--- config.mk ---
export PLATFORM = sky130hd
export DESIGN_NAME = multi_port_regfile_flat
export DESIGN_NICKNAME = d
export VERILOG_FILES = /design/src/rtl/multi_port_regfile_pkg.sv /design/src/rtl/multi_port_regfile_if.sv /design/src/rtl/multi_port_regfile_scoreboard.sv /design/src/rtl/multi_port_regfile.sv /design/src/flat_wrapper.sv
export SDC_FILE = /design/constraint.sdc
export NUM_CORES = 2
export LEC_CHECK = 0
export BUFFER_PORTS_ARGS = -buffer_cell sky130_fd_sc_hd__clkbuf_2
export CORE_MARGIN = 2
export CORE_UTILIZATION = 30
export DETAILED_ROUTE_END_ITERATION = 8
export GPL_ROUTABILITY_DRIVEN = 0
export PLACE_DENSITY = 0.42
export RECOVER_POWER = 100
export SETUP_SLACK_MARGIN = 0.15
export SLEW_MARGIN = 20
export SYNTH_ARGS = -nofsm -noshare
export SYNTH_HDL_FRONTEND = slang
export SYNTH_SLANG_ARGS = --single-unit
--- constraint.sdc ---
create_clock -name clk -period 5.56 [get_ports clk]
set_clock_uncertainty 0.2 [all_clocks]
set_input_delay 0.556 -clock clk [delete_from_list [all_inputs] [get_ports clk]]
set_output_delay 0.556 -clock clk [all_outputs]
set_load 0.01 [all_outputs]
--- src/rtl/multi_port_regfile_pkg.sv ---
// Shared defaults and index type for the multi-port register file.
package multi_port_regfile_pkg;

  localparam int DATA_W_DEF = 32;
  localparam int ADDR_W_DEF = 5;
  localparam int NR_RD_DEF  = 2;

  typedef logic [ADDR_W_DEF-1:0] reg_idx_t;

endpackage

--- src/rtl/multi_port_regfile_if.sv ---
// Bus bundle for the register file: read ports, two write ports, issue and debug.
interface multi_port_regfile_if
  import multi_port_regfile_pkg::*;
#(
  parameter int DATA_W = DATA_W_DEF,
  parameter int ADDR_W = ADDR_W_DEF,
  parameter int NR_RD  = NR_RD_DEF
) ();

  logic [NR_RD*ADDR_W-1:0] rf_ra;
  logic [NR_RD*DATA_W-1:0] rf_rd;
  logic [NR_RD-1:0]        rf_busy;
  logic                    rf_we0;
  logic [ADDR_W-1:0]       rf_wa0;
  logic [DATA_W-1:0]       rf_wd0;
  logic                    rf_we1;
  logic [ADDR_W-1:0]       rf_wa1;
  logic [DATA_W-1:0]       rf_wd1;
  logic                    iss_valid;
  logic [ADDR_W-1:0]       iss_wa;
  logic [ADDR_W-1:0]       dbg_rf_ra;
  logic [DATA_W-1:0]       dbg_rf_rd;
  logic [ADDR_W:0]         busy_cnt;

  modport master (
    output rf_ra, rf_we0, rf_wa0, rf_wd0, rf_we1, rf_wa1, rf_wd1,
           iss_valid, iss_wa, dbg_rf_ra,
    input  rf_rd, rf_busy, dbg_rf_rd, busy_cnt
  );

  modport slave (
    input  rf_ra, rf_we0, rf_wa0, rf_wd0, rf_we1, rf_wa1, rf_wd1,
           iss_valid, iss_wa, dbg_rf_ra,
    output rf_rd, rf_busy, dbg_rf_rd, busy_cnt
  );

endinterface

--- src/rtl/multi_port_regfile_scoreboard.sv ---
// rf_scoreboard: per-register busy bits with a registered population count.
module rf_scoreboard
  import multi_port_regfile_pkg::*;
#(
  parameter int ADDR_W = ADDR_W_DEF
) (
  input  logic                   clk,
  input  logic                   rstn,
  input  logic                   we0,
  input  logic [ADDR_W-1:0]      wa0,
  input  logic                   we1,
  input  logic [ADDR_W-1:0]      wa1,
  input  logic                   iss_valid,
  input  logic [ADDR_W-1:0]      iss_wa,
  output logic [2**ADDR_W-1:0]   busy,
  output logic [ADDR_W:0]        busy_cnt
);

  localparam int DEPTH = 2**ADDR_W;

  logic [DEPTH-1:0] busy_nxt;
  logic [ADDR_W:0]  cnt_nxt;

  // Clears first, then the issue set, so a same-cycle set wins.
  always_comb begin
    busy_nxt = busy;
    if (we0 && wa0 != '0) busy_nxt[wa0] = 1'b0;
    if (we1 && wa1 != '0) busy_nxt[wa1] = 1'b0;
    if (iss_valid && iss_wa != '0) busy_nxt[iss_wa] = 1'b1;
    cnt_nxt = '0;
    for (int unsigned i = 0; i < DEPTH; i++)
      cnt_nxt = cnt_nxt + {{ADDR_W{1'b0}}, busy_nxt[i]};
  end

  always_ff @(posedge clk or negedge rstn) begin
    if (!rstn) begin
      busy     <= '0;
      busy_cnt <= '0;
    end else begin
      busy     <= busy_nxt;
      busy_cnt <= cnt_nxt;
    end
  end

endmodule

--- src/rtl/multi_port_regfile.sv ---
// Multi-port register file with two write ports, busy scoreboard and debug read.
// Optional same-cycle write-to-read forwarding under `define RF_BYPASS_EN.
module multi_port_regfile
  import multi_port_regfile_pkg::*;
#(
  parameter int DATA_W = DATA_W_DEF,
  parameter int ADDR_W = ADDR_W_DEF,
  parameter int NR_RD  = NR_RD_DEF
) (
  input  logic                clk,
  input  logic                rstn,
  multi_port_regfile_if.slave rf
);

  localparam int DEPTH = 2**ADDR_W;

  logic [DATA_W-1:0]       regs [DEPTH];
  logic [DEPTH-1:0]        busy_vec;
  logic [NR_RD*DATA_W-1:0] rd_pk;
  logic [NR_RD-1:0]        busy_pk;

  rf_scoreboard #(.ADDR_W(ADDR_W)) u_scoreboard (
    .clk       (clk),
    .rstn      (rstn),
    .we0       (rf.rf_we0),
    .wa0       (rf.rf_wa0),
    .we1       (rf.rf_we1),
    .wa1       (rf.rf_wa1),
    .iss_valid (rf.iss_valid),
    .iss_wa    (rf.iss_wa),
    .busy      (busy_vec),
    .busy_cnt  (rf.busy_cnt)
  );

  // Port 1 is the younger instruction, so its write lands last.
  always_ff @(posedge clk or negedge rstn) begin
    if (!rstn) begin
      for (int unsigned i = 0; i < DEPTH; i++) regs[i] <= '0;
    end else begin
      if (rf.rf_we0 && rf.rf_wa0 != '0) regs[rf.rf_wa0] <= rf.rf_wd0;
      if (rf.rf_we1 && rf.rf_wa1 != '0) regs[rf.rf_wa1] <= rf.rf_wd1;
    end
  end

  always_comb begin
    logic [ADDR_W-1:0] ra;
    logic [DATA_W-1:0] rd_k;
    logic              bsy_k;
    rd_pk   = '0;
    busy_pk = '0;
    for (int unsigned k = 0; k < NR_RD; k++) begin
      ra    = rf.rf_ra[k*ADDR_W +: ADDR_W];
      rd_k  = regs[ra];
      bsy_k = busy_vec[ra];
`ifdef RF_BYPASS_EN
      if (rstn && ra != '0) begin
        if (rf.rf_we1 && rf.rf_wa1 == ra) begin
          rd_k  = rf.rf_wd1;
          bsy_k = rf.iss_valid && rf.iss_wa == ra;
        end else if (rf.rf_we0 && rf.rf_wa0 == ra) begin
          rd_k  = rf.rf_wd0;
          bsy_k = rf.iss_valid && rf.iss_wa == ra;
        end
      end
`endif
      rd_pk[k*DATA_W +: DATA_W] = rd_k;
      busy_pk[k]                = bsy_k;
    end
  end

  assign rf.rf_rd     = rd_pk;
  assign rf.rf_busy   = busy_pk;
  assign rf.dbg_rf_rd = regs[rf.dbg_rf_ra];

endmodule

--- src/flat_wrapper.sv ---
// flat-port wrapper written by rule: the top's interface ports become plain ports
module multi_port_regfile_flat import multi_port_regfile_pkg::*;
#(
  parameter int DATA_W = DATA_W_DEF,
  parameter int ADDR_W = ADDR_W_DEF,
  parameter int NR_RD  = NR_RD_DEF
)
  (clk, rstn, rf_rf_ra, rf_rf_we0, rf_rf_wa0, rf_rf_wd0, rf_rf_we1, rf_rf_wa1, rf_rf_wd1, rf_iss_valid, rf_iss_wa, rf_dbg_rf_ra, rf_rf_rd, rf_rf_busy, rf_dbg_rf_rd, rf_busy_cnt);
  multi_port_regfile_if #(.DATA_W(DATA_W), .ADDR_W(ADDR_W), .NR_RD(NR_RD)) rf_i ();
  input  logic clk;
  input  logic rstn;
  input wire logic [$bits(rf_i.rf_ra)-1:0] rf_rf_ra;
  input wire logic [$bits(rf_i.rf_we0)-1:0] rf_rf_we0;
  input wire logic [$bits(rf_i.rf_wa0)-1:0] rf_rf_wa0;
  input wire logic [$bits(rf_i.rf_wd0)-1:0] rf_rf_wd0;
  input wire logic [$bits(rf_i.rf_we1)-1:0] rf_rf_we1;
  input wire logic [$bits(rf_i.rf_wa1)-1:0] rf_rf_wa1;
  input wire logic [$bits(rf_i.rf_wd1)-1:0] rf_rf_wd1;
  input wire logic [$bits(rf_i.iss_valid)-1:0] rf_iss_valid;
  input wire logic [$bits(rf_i.iss_wa)-1:0] rf_iss_wa;
  input wire logic [$bits(rf_i.dbg_rf_ra)-1:0] rf_dbg_rf_ra;
  output wire logic [$bits(rf_i.rf_rd)-1:0] rf_rf_rd;
  output wire logic [$bits(rf_i.rf_busy)-1:0] rf_rf_busy;
  output wire logic [$bits(rf_i.dbg_rf_rd)-1:0] rf_dbg_rf_rd;
  output wire logic [$bits(rf_i.busy_cnt)-1:0] rf_busy_cnt;
  assign rf_i.rf_ra = rf_rf_ra;
  assign rf_i.rf_we0 = rf_rf_we0;
  assign rf_i.rf_wa0 = rf_rf_wa0;
  assign rf_i.rf_wd0 = rf_rf_wd0;
  assign rf_i.rf_we1 = rf_rf_we1;
  assign rf_i.rf_wa1 = rf_rf_wa1;
  assign rf_i.rf_wd1 = rf_rf_wd1;
  assign rf_i.iss_valid = rf_iss_valid;
  assign rf_i.iss_wa = rf_iss_wa;
  assign rf_i.dbg_rf_ra = rf_dbg_rf_ra;
  assign rf_rf_rd = rf_i.rf_rd;
  assign rf_rf_busy = rf_i.rf_busy;
  assign rf_dbg_rf_rd = rf_i.dbg_rf_rd;
  assign rf_busy_cnt = rf_i.busy_cnt;
  multi_port_regfile #(.DATA_W(DATA_W), .ADDR_W(ADDR_W), .NR_RD(NR_RD)) u_core (.clk(clk), .rstn(rstn), .rf(rf_i));
endmodule
Yosys cells after proc, flatten, opt, wreduce, memory -nomap -nowiden
Index checks and enable logic that the tools add are counted.
{ "op_classes": {"n_reduce_logical": 11, "eq_ne": 0, "n_div": 0, "magnitude_cmp": 15, "muxes": 30, "shifts": 0, "add_sub_neg": 31, "multipliers": 0, "bitwise": 10} }
{ "op_table": {"columns": ["op", "count"], "rows": [
  ["$bwmux W1024", 2],
  ["$mux W1024", 2],
  ["$bmux W32 S5", 3],
  ["$mux W32", 11],
  ["$demux W32 S5", 2],
  ["$add A6 B1 Y6", 26],
  ["$and A32 B32 Y32", 2],
  ["$not A32 Y32", 2],
  ["$or A32 B32 Y32", 1],
  ["$ge A6 B6 Y1 const B", 5],
  ["$lt A5 B6 Y1 const B", 5],
  ["$not A5 Y6", 5],
  ["$demux W1 S5", 3],
  ["$ge A5 B1 Y1 const B", 3],
  ["$reduce_bool A5 Y1", 3],
  ["$lt A6 B1 Y1 const B", 2],
  ["$bmux W1 S5", 2],
  ["$logic_and A1 B1 Y1", 8],
  ["$add A5 B1 Y6", 1],
  ["$add A4 B1 Y5", 1],
  ["$mux W1", 5],
  ["$add A3 B1 Y4", 1],
  ["$add A2 B1 Y3", 1],
  ["$add A1 B1 Y2", 1]
]} }
{ "word_totals": {"output_inout_bits": 104, "memories": 0, "reg_bits": 1062, "ram_bits": 0, "mem_bits_ro": 0, "wordCells": 131, "latch_bits": 0} }

Longest topological paths before layout
{ "depth": {"ltp_word": 42, "depth_mapped": 22} }

Modules after synthesis
Synthesis repeated with hierarchy kept, for this count alone.
{ "hier_totals": {"cells_unflattened": 8424, "area_unflattened_um2": 76225.6} }
{ "by_module_without_submodules": {"columns": ["mod", "cells_per_inst", "seq_area_each_um2", "instances", "area_each_um2"], "rows": [
  ["multi_port_regfile", 8182, 25624.6, 1, 73560.6],
  ["rf_scoreboard", 242, 950.9, 1, 2665.1]
]} }

Least setup slack after synthesis
No wires, ideal clock.
{ "synth_timing": {"path_kind": "input -> register", "startpoint": "in rf_rf_wa0[0]", "endpoint": "reg u_core.u_scoreboard.busy_cnt[4]", "n_path_buf": 2, "setup_slack_ns": -0.730, "arrival_ns": 6.011, "stages": 20, "required_time_ns": 5.280, "path_cell_list": "buf_2 nand3_1 nor3_2 buf_2 o21ai_0 fa_1 inv_1 fa_1 inv_1 fa_1 fa_1 inv_1 fa_1 fa_1 inv_1 ha_1 fa_1 a21o_1 a21oi_1 xnor2_1"} }
{ "synth_via": {"elab_cells_between_ends": 45} }
{ "synth_lines": {"columns": ["element", "line_no", "source"], "rows": [
  ["start: declaration", "flat_wrapper.sv:14", "input wire logic [$bits(rf_i.rf_wa0)-1:0] rf_rf_wa0;"],
  ["$lt A5 B6 Y1 (implied by the code) / $ge A5 B1 Y1 (equally long branches)", "multi_port_regfile_scoreboard.sv:27", "if (we0 && wa0 != '0) busy_nxt[wa0] = 1'b0;"],
  ["$logic_and A1 B1 Y1 (implied by the code)", "multi_port_regfile_scoreboard.sv:27", null],
  ["$mux W1 (implied by the code)", "multi_port_regfile_scoreboard.sv:27", null],
  ["$demux W1 S5", "multi_port_regfile_scoreboard.sv:27", null],
  ["$not A32 Y32 (no line)", null, null],
  ["$and A32 B32 Y32 (no line)", null, null],
  ["$mux W32 (*)", "multi_port_regfile_scoreboard.sv:27", null],
  ["$and A32 B32 Y32 (no line)", null, null],
  ["$mux W32 (*)", "multi_port_regfile_scoreboard.sv:28", "if (we1 && wa1 != '0) busy_nxt[wa1] = 1'b0;"],
  ["$or A32 B32 Y32 (no line)", null, null],
  ["$mux W32 (*)", "multi_port_regfile_scoreboard.sv:29", "if (iss_valid && iss_wa != '0) busy_nxt[iss_wa] = 1'b1;"],
  ["named net u_core.u_scoreboard.busy_nxt[27]", "multi_port_regfile_scoreboard.sv:21", "logic [DEPTH-1:0] busy_nxt;"],
  ["$add A6 B1 Y6 (*) (5 in series)", "multi_port_regfile_scoreboard.sv:32", "cnt_nxt = cnt_nxt + {{ADDR_W{1'b0}}, busy_nxt[i]};"],
  ["named net u_core.u_scoreboard.cnt_nxt[4]", "multi_port_regfile_scoreboard.sv:22", "logic [ADDR_W:0] cnt_nxt;"],
  ["end signal: assignment", "multi_port_regfile_scoreboard.sv:41", "busy_cnt <= cnt_nxt;"],
  ["end: declaration", "multi_port_regfile_scoreboard.sv:16", "output logic [ADDR_W:0] busy_cnt"]
]} }
Mark *: on every way through the listed nets, which the timed path passes. The rest lies on a longest branch.

Final worst setup path
{ "layout_timing": {"startpoint": "in rf_rf_ra[6]", "endpoint": "out rf_rf_busy[1]"} }
{ "layout_via": {"elab_chain_len": 2} }
{ "layout_lines": {"columns": ["element", "line_no", "source"], "rows": [
  ["start: declaration", "flat_wrapper.sv:12", "input wire logic [$bits(rf_i.rf_ra)-1:0] rf_rf_ra;"],
  ["$bmux W1 S5", "multi_port_regfile.sv:54", "bsy_k = busy_vec[ra];"],
  ["$mux W1 (implied by the code)", "multi_port_regfile.sv:54", null],
  ["end: declaration", "flat_wrapper.sv:23", "output wire logic [$bits(rf_i.rf_busy)-1:0] rf_rf_busy;"]
]} }
No other way between the ends. The select of a mux whose other input is x is not followed.

==> run metrics <==
run status finished with violations; failing checks capacitance limit, slew limit; routed length per placed instance 34.9 um; number of max-cap violations 44; Critical R2R Launch u_core.u_scoreboard.busy[27]; hpwl dp 244000 um; Slew Limit Fails approximately 1300; Arr. time, crit path about 4800 ps; Post-synth top flop dfrtp_1; Skew-Pair Late Insertion Delay roughly 830 ps; unrepaired setup endpoints after global routing no; CTS tree built; final setup fails 0; crit-path leading delay family buffers and inverters; Tot GR Track Use 30.8%; vias per std cell around 6; Synth top area share a little over a third; DRC viols 0; vias in the first global route 66300; nets 8356; Power Density 374 nW/um2; Placement Setup Slack -567 ps; die height 507 um; sequential power share 37.5%; Crit Path Category in -> out; startpoint types input pin; synth-to-layout area growth 13.2%; initial antenna violation count 36; Async S/R FF share, synth between 90% and 100%; Routed Antenna Nets 0; grt ovf 0; worst path required time 4800 ps; CTS H-tree depth 4; Clock power frac 30.3%; Fillers 25700; Yosys Warn Count 0; Rows around 180; maximum vdd ir drop about 710 uV; layout cells sized above 1 9.41%; top cells by count, synth mux2i_1, dfrtp_1, nand2_1, a21oi_1, clkbuf_1; Sw Ratio 37.2%; Synth cell types 45; cell taking the most area after synthesis dfrtp_1; CP Capture Type output port; Root Buffer clkbuf_16; cell count after placement ~11000; global-route wire length before repair approximately 560000 um; Synth area leaders dfrtp_1, mux2i_1, a21oi_1; Cell Chain, Critical Path buf_2 -> clkbuf_2 -> mux2i_1 -> a22oi_1 -> a31oi_1 -> nand3_1 -> clkbuf_2; Worst path max stage delay approximately 1900 ps; relative slew slack -209%; mean area per synthesized cell 9.02 um2; cell internal pwr 0.0202 W; part of the Yosys area used for sequential elements 35.1%; Die X about 510 um; Ports between 200 and 250; P_leak 40.4 nW; Synth Instances 8405; Hold Crit Class in -> reg; Crit Path Max Fanout 54; hold path start rf_rf_wa0[2]; Port-buffer cells 202; largest net degree at the start of global routing 130; slowest CP cell buf_2; final wirelength 408000 um; clk slew on worst S/H paths 60 ps; most used cell, CP clkbuf_2; fin cells 11700; #FFs+latches synth 1062; Final period util 99.7%; Starting DRT DRC Count 8122; vias roughly 70000; syn_nets ~8500; count of final hold-check violations 0; combinational share of power 32.2%; die area around 260000 um2; NetSw 0.0119 W; 1st-pass router iterations 6; Synth Cell Area 75800 um2; Max clock buf depth 3; Inserted Clock Buffers 139; Worst Max-Slew Pin Slew between 4000 and 5000 ps; fin area 85800 um2; final worst setup slack around 19 ps; crit path launch rf_rf_ra[6]; highest clock rate roughly 180 MHz; core area 251000 um2; clock sink total 1062; Initial Utilization 30.2%; Power Total approximately 0.032 W; count of flip-flops with a built-in enable after synthesis 0; post-place instance area ~82000 um2; cell with the most instances after synthesis mux2i_1; WP buf/inv 3; Min Clock Period, post-route 5540 ps
==> placed cells by master (no fill, tap or decap), types with 7 or more instances in the layout <==
cell type  count
nor2_1       530
mux2i_1     2558
inv_1         34
nor2_4        21
a22oi_1      296
nand2_1      828
o21ai_1       12
o21ai_0      477
fa_1          22
buf_12        56
clkbuf_8      35
clkbuf_1     151
buf_4        228
a32o_1        10
clkbuf_16    145
diode_2       10
nor2b_4        7
and3_1         8
nand3_1      302
nand2_4       24
bufinv_16     11
clkbuf_4       9
a22o_1       192
nor3_1       101
clkinv_2      23
a21oi_1      809
clkbuf_2     181
a31oi_1       98
dfrtp_1     1062
==> worst paths after layout <==
check / end / slack (ps) / cells past startpoint
setup / recovery: rf_rf_busy[1] / 20 / 7
hold / removal: u_core.u_scoreboard.busy[25] / 50 / 4
setup reg to reg: u_core.u_scoreboard.busy_cnt[4] / 350 / 17
hold reg to reg: u_core.u_scoreboard.busy[0] / 170 / 0
max in group asynchronous: u_core.regs[526] / 630 / 3
min in group asynchronous: u_core.regs[806] / 1760 / 2
==> per-stage QoR <==
| step | setup TNS [ps] | util [%] | hold WS (ps) |
|---|---|---|---|
| 6_report | 0 | 34.1 | 52.6 |
| 5_1_grt | 0 | 34.1 | 69.0 |
| 4_1_cts | 0 | 34.4 | 9.42 |
| 3_5_place_dp | -2120 | 32.5 | 166 |
| 3_3_place_gp | -1970 | 32.5 | 165 |
| 2_1_floorplan | -413 | - | 60.4 |
==> layer usage <==
layer	vias to the layer above	GRT usage, %	wire length, um
met3	827	6.60	33700
li1	29900	-	-
met4	40	13.3	20500
met5	-	0	265
met1	35100	42.0	177000
met2	3283	46.7	176000
==> state kept, by name, summed over array words and instances (netlist names) <==
register                      count
u_core.u_scoreboard.busy_cnt      6
u_core.u_scoreboard.busy         32
u_core.regs                    1024
==> tightest hold or removal path, cell delays in order <==
cell and delay (ps):
clkbuf_2 100, buf_12 150, nor3_4 60, o22ai_4 130
==> what timing repair did <==
| item | in CTS | in global routing |
|---|---|---|
| hold buffers | 6 | 0 |
| setup endpoints to repair | 0 | 4 |
| setup buffers | 0 | 0 |
| gates resized for setup | 0 | 13 |
| hold endpoints to repair | 59 | 0 |
==> kinds of logic after synthesis <==
family          share of synthesized area (%)
flops                                    35.1
buf+inv                                  5.29
compound gates                           14.9
simple gates                             10.2
fa+ha+maj                               0.750
mux                                      33.8
xor+xnor                               0.0347
==> power by group through the flow <==
| stage | Clock [W] | Sequential [W] | Combinational, W |
|---|---|---|---|
| 6_report | 0.00972 | 0.0120 | 0.0103 |
| 2_1_floorplan | 0 | 0.0114 | 0.00719 |
| 5_1_grt | 0.0101 | 0.0123 | 0.0114 |
| 3_5_place_dp | 0 | 0.0120 | 0.0104 |
| 3_3_place_gp | 0 | 0.0119 | 0.0103 |
| 4_1_cts | 0.00982 | 0.0119 | 0.0104 |
==> area by class of cell <==
type	count	area, um2	area share [%]
clock inverters	43	537	0.626
diodes	10	25.0	0.0292
flip-flops and latches	1062	26600	31.0
multi-input cells	6373	45700	53.3
inverters	36	135	0.158
repair buffers	614	4410	5.14
well taps	3348	4190	4.88
clock buffers	204	4200	4.90
Power figures use the tool's default switching activity.
